$ cat src/rtl/axis_sync_fifo.sv
// Single-clock AXI-Stream FIFO, first-word-fall-through, tdata+tlast stored per entry.
// Define AXIS_SYNC_FIFO_PKT_CNT_EN to add the pkt_cnt output (stored tlast=1 beats).
module axis_sync_fifo #(
  parameter int DW    = 8,
  parameter int DEPTH = 16
) (
  input  logic                     clk,
  input  logic                     rst,
  input  logic [DW-1:0]            s_tdata,
  input  logic                     s_tvalid,
  input  logic                     s_tlast,
  output logic                     s_tready,
  output logic [DW-1:0]            m_tdata,
  output logic                     m_tvalid,
  output logic                     m_tlast,
  input  logic                     m_tready,
  output logic                     full,
  output logic                     empty,
  output logic [$clog2(DEPTH):0]   count
`ifdef AXIS_SYNC_FIFO_PKT_CNT_EN
  ,
  output logic [$clog2(DEPTH):0]   pkt_cnt
`endif
);
  localparam int AW = $clog2(DEPTH);

  logic [DW:0]   mem [DEPTH];
  logic [AW-1:0] wr_ptr, rd_ptr;
  logic [DW:0]   head;
  logic          wr_en, rd_en;

  assign full     = (count == (AW+1)'(DEPTH));
  assign empty    = (count == '0);
  assign s_tready = !full && !rst;
  assign m_tvalid = !empty;
  assign wr_en    = s_tvalid && s_tready;
  assign rd_en    = m_tvalid && m_tready;

  // Head entry falls through combinationally; outputs are forced to zero when empty.
  assign head    = mem[rd_ptr];
  assign m_tdata = empty ? '0 : head[DW-1:0];
  assign m_tlast = !empty && head[DW];

  always_ff @(posedge clk) begin
    if (wr_en) mem[wr_ptr] <= {s_tlast, s_tdata};
  end

  always_ff @(posedge clk) begin
    if (rst) begin
      wr_ptr <= '0;
      rd_ptr <= '0;
      count  <= '0;
    end else begin
      if (wr_en) wr_ptr <= wr_ptr + AW'(1);
      if (rd_en) rd_ptr <= rd_ptr + AW'(1);
      case ({wr_en, rd_en})
        2'b10:   count <= count + (AW+1)'(1);
        2'b01:   count <= count - (AW+1)'(1);
        default: count <= count;
      endcase
    end
  end

`ifdef AXIS_SYNC_FIFO_PKT_CNT_EN
  logic pkt_in, pkt_out;
  assign pkt_in  = wr_en && s_tlast;
  assign pkt_out = rd_en && m_tlast;

  always_ff @(posedge clk) begin
    if (rst) pkt_cnt <= '0;
    else begin
      case ({pkt_in, pkt_out})
        2'b10:   pkt_cnt <= pkt_cnt + (AW+1)'(1);
        2'b01:   pkt_cnt <= pkt_cnt - (AW+1)'(1);
        default: pkt_cnt <= pkt_cnt;
      endcase
    end
  end
`endif

endmodule

$ cat config.mk
export PLATFORM = sky130hd
export DESIGN_NAME = axis_sync_fifo
export DESIGN_NICKNAME = d
export VERILOG_FILES = /design/src/rtl/axis_sync_fifo.sv
export SDC_FILE = /design/constraint.sdc
export NUM_CORES = 1
export LEC_CHECK = 0
export CAP_MARGIN = 20
export CORE_MARGIN = 8
export CORE_UTILIZATION = 30
export DETAILED_ROUTE_END_ITERATION = 7
export PLACE_DENSITY = 0.5
export SETUP_SLACK_MARGIN = 0.4
export SYNTH_ARGS = -nofsm -noshare
export SYNTH_HDL_FRONTEND = slang
export SYNTH_SLANG_ARGS = --single-unit
$ cat constraint.sdc
create_clock -name clk -period 5.5 [get_ports clk]
set_clock_uncertainty 0.05 [all_clocks]
set_input_delay 1.1 -clock clk [delete_from_list [all_inputs] [get_ports clk]]
set_output_delay 1.1 -clock clk [all_outputs]
set_load 0.05 [all_outputs]
# Word level (Yosys, flattened, before mapping)
# Memory sizes are Yosys's and may differ from the RTL's. A register that Yosys moved wholly into a read port is not among the register bits.
# Cells that the tools add are included.
# Widths: inputs -> output; s select.
[word_totals]
regBits = 13
ram_bits = 144
in_bits = 13
output_inout_bits = 18
elab_cells = 26
mem_count = 1
[memory_table]
columns = ["memory", "depth", "width", "rd", "rd_clocked_by_memory_dff", "write_ports", "line", "text"]
rows = [
  ["mem", 16, 9, 1, 1, 1, "27", "logic [DW:0] mem [DEPTH];"],
]
[op_classes]
n_addsub = 4
eq_ne = 3
mux = 6
n_reduce_logical = 9
[op_table]
columns = ["cell", "n"]
rows = [
  ["$pmux 5 s2", 1],
  ["$add 4x1->4 const B", 2],
  ["$mux 4", 2],
  ["$mux 8", 1],
  ["$add 5x1->5 const B", 1],
  ["$eq 5x5->1 const B", 1],
  ["$logic_not 5->1", 1],
  ["$sub 5x1->5 const B", 1],
  ["$logic_and 1x1->1", 4],
  ["$logic_not 1->1", 3],
  ["$eq 2x1->1 const B", 1],
  ["$eq 2x2->1 const B", 1],
  ["$mux 1", 2],
  ["$reduce_bool 2->1", 1],
]

# Depth between registers and ports, before layout
[logic_depth]
word_depth = 6
mapped_depth = 12
ltp_nobuf = 10

# Worst setup path before layout
# OpenSTA, ideal clock, no wires.
[synth_timing]
kind = "register to output"
start = "reg count[1]"
end = "out m_tdata[0]"
t_arrival_ps = 2575
required_time_ps = 4350
path_slack_ps = 1775
path_stages_with_launch = 6
path_buffers = 2
path_cell_list = "dfxtp_1 or4_1 buf_6 nor2_1 buf_2 a211oi_1"
[synth_via]
elab_chain_len = 2
[synth_lines]
columns = ["item", "line", "text"]
rows = [
  ["start, declared", "19", "output logic [$clog2(DEPTH):0] count"],
  ["start signal, assigned", "57", "2'b10: count <= count + (AW+1)'(1);"],
  ["start signal, assigned", "58", "2'b01: count <= count - (AW+1)'(1);"],
  ["start signal, assigned", "59", "default: count <= count;"],
  ["$logic_not 5->1", "33", "assign empty = (count == '0);"],
  ["via empty", "18", "output logic empty,"],
  ["$mux 8", "41", "assign m_tdata = empty ? '0 : head[DW-1:0];"],
  ["end, declared", "13", "output logic [DW-1:0] m_tdata,"],
]
# The timed path passes the listed nets, and every way through them passes these cells.

==> metrics.yaml <==
layout-drive-gt1-share_pct: 19.80
grt_pass1_wl_microns: 21690
path_common_cell: "a211oi_1"
gp_congestion: 0.7194
cp_max_fo: 15
cp_num_cells: 5
period_needed_ps: 4485
post_synth_num_cell_types: 44
drtIter0Drc: 186
synth_area_leaders: "edfxtp_1 66%, mux4_2 12%, dfxtp_1 5.2%"
relSlewSlack_pct: 35.63
synth_edf_count: 144
power_density_mw_per_mm2: 479.7
hold_class: "flop to flop"
hold_slack_ps: 525.3
cp.required_ps: 4350
diodes: 0
finalNonFillerCells: 679
wl_per_cell_microns: 21.14
placed_cells: 647
crit_slowest_cell: "dfxtp_1"
layout_commonest_cell: "edfxtp_1"
hold_depth: 2
critPathTopFamily: "flip-flops"
synth_seq_cells: 161
core_area_sq_mm: 0.02162
start_util_pct: 30.35
grtUsageTotal_pct: 11.32
grt_max_degree: 30
routed_wl_microns: 14350
synth_fp_nets: 373
peakVddDrop_mv: 0.2423
reg2reg_depth: 9
synth-async-reset-ratio_pct: 0
cts_made_buffers: 17
drtPass1Iterations: 4
seq_area_frac_synth_pct: 71.09
max_freq_mhz: 223.0
path_cells: "mux4_2, nor2b_1, a211oi_1, a211oi_1, clkdlybuf4s50_1"
drtAntennaViolNets: 0
ios: 31
place_ws_ps: 1380
vias: 3290
h-tree-depth: 4
synth_cells: 351
yosysTopAreaCell: "edfxtp_1"
viasPerCell: 4.845
worst_slew_pin_slew_ps: 964.3
chipHeight_microns: 163.9
grt_pass1_vias: 3467
setup_ws_ps: 1015
synth_top_cell_area_share_pct: 65.90
clockBufferDepth: 2
die_area_sq_mm: 0.02686
io_buffers: 30
clk_latency_ps: 420
syn_to_final_growth_pct: 18.21
cts-root-buf: "clkbuf_16"
arrival_ps: 3330
cts_hold_buf: 0
crit_path_max_incr_delay_ps: 950
rows: 54
setup_violations: 0
netlist_area_sq_mm: 0.006561
critPathLaunchType: "flop"
endpoint_kind: "output port"
dp_hpwl_microns: 8806
cts_resized: 0
grt-ovfl-total: 0
antenna_found_initial: 0
synth_area_per_cell_sq_um: 18.69
drv_cap: 0
power.leakage_nw: 2.422
n_fill_cell: 2010
total_power_mw: 3.721
min_period_over_period_pct: 81.54
drc: 0
synth_ff_type: "edfxtp_1"
slew_viol_final: 0
worst_setup_hold_path_clk_slew_ps: 60
mostFrequentLayoutCells: "144 x edfxtp_1, 36 x mux4_2, 30 x clkdlybuf4s50_1"
ys_warn_count: 0
path_class: "flop to output port"
nets: 408
run_status: "finished, final reports clean"
crit_buf_inv: 1
tns_ps: 0
hold_viol: 0
die_w_microns: 163.9
post_cts_buffers: 0
numClockSinks: 161
rsz0062_at_grt: "false"
cts_tree: "done"
[path summary, 6_finish.rpt]
path / endpoint / slack (ps) / from
worst max-delay path: m_tdata[2] / 1020 / flop
worst min-delay path: wr_ptr[1] / 530 / wr_ptr[1]
worst max register to register: count[4] / 2320 / count[0]
worst min register to register: wr_ptr[1] / 530 / wr_ptr[1]
[registers in the layout, summed over array words and instances (netlist names), named ones only]
| signal | cells |
|---|---|
| count | 5 |
| rd_ptr | 4 |
| mem | 144 |
| wr_ptr | 4 |
[tightest hold or removal path, delay by kind of cell (launching register included)]
family	cells	cell delay [ps]
DFF	1	350
muxes	1	130
and+or+nand+nor	1	50
[cells in the mapped netlist (2+ instances only)]
cell	n
edfxtp_1	144
clkbuf_1	5
ha_1	9
a211oi_1	18
nor2b_1	9
o21ai_0	3
o21a_1	2
and2_1	12
nand4b_1	2
buf_6	2
nor3_1	2
nand3_1	2
xor2_1	6
nor2_1	16
inv_1	7
mux2i_1	12
buf_2	5
nand2b_1	2
o211ai_1	3
xnor2_1	2
mux4_2	36
nand2_1	3
buf_4	4
dfxtp_1	17
or3_1	2
buf_1	2
nand4_1	3
and3_1	5
[metrics by stage]
stage                     util [%]  instance area (sq um)
after detailed placement     33.10                   7156
after CTS                    35.87                   7756
final                        35.87                   7756
after global routing         35.87                   7756
after floorplan                  -                   6561
after global placement       33.10                   7156
[logic make-up (layout without fill, tap and decap cells)]
family | after synthesis | count (layout) | synth area share (%)
buffers and inverters | 26 | 74 | 2.060
DFF | 161 | 161 | 71.09
xor gates and xnor gates | 8 | 8 | 1.068
adders and majority gates | 9 | 9 | 1.716
muxes | 48 | 48 | 14.19
and+or+nand+nor | 64 | 64 | 5.587
AOI/OAI and AO/OA | 35 | 35 | 4.290
[final cells by class]
type,instances,area (sq um),share of cell area (%)
flip-flops and latches,161,4667,60.17
clock buffers,17,425.4,5.485
repair buffers,35,350.3,4.517
multi-input cells,164,1762,22.71
clock inverters,15,175.2,2.258
well taps,280,350.3,4.517
inverters,7,26.28,0.3388
[layer usage]
metal	track usage [%]	vias up	routed length, microns
li1	-	1492	-
met1	14.51	1705	6519
met2	18.01	68	6874
met3	2.807	25	660
met4	4.835	0	296
met5	0	-	0
[report_power, final]
group          leakage (nW)  switching [mW]  internal [mW]
Combinational         0.700           0.649          0.409
Sequential             1.44           0.100           1.38
Clock                 0.285           0.501          0.683
(Power assumes the default switching activity.)
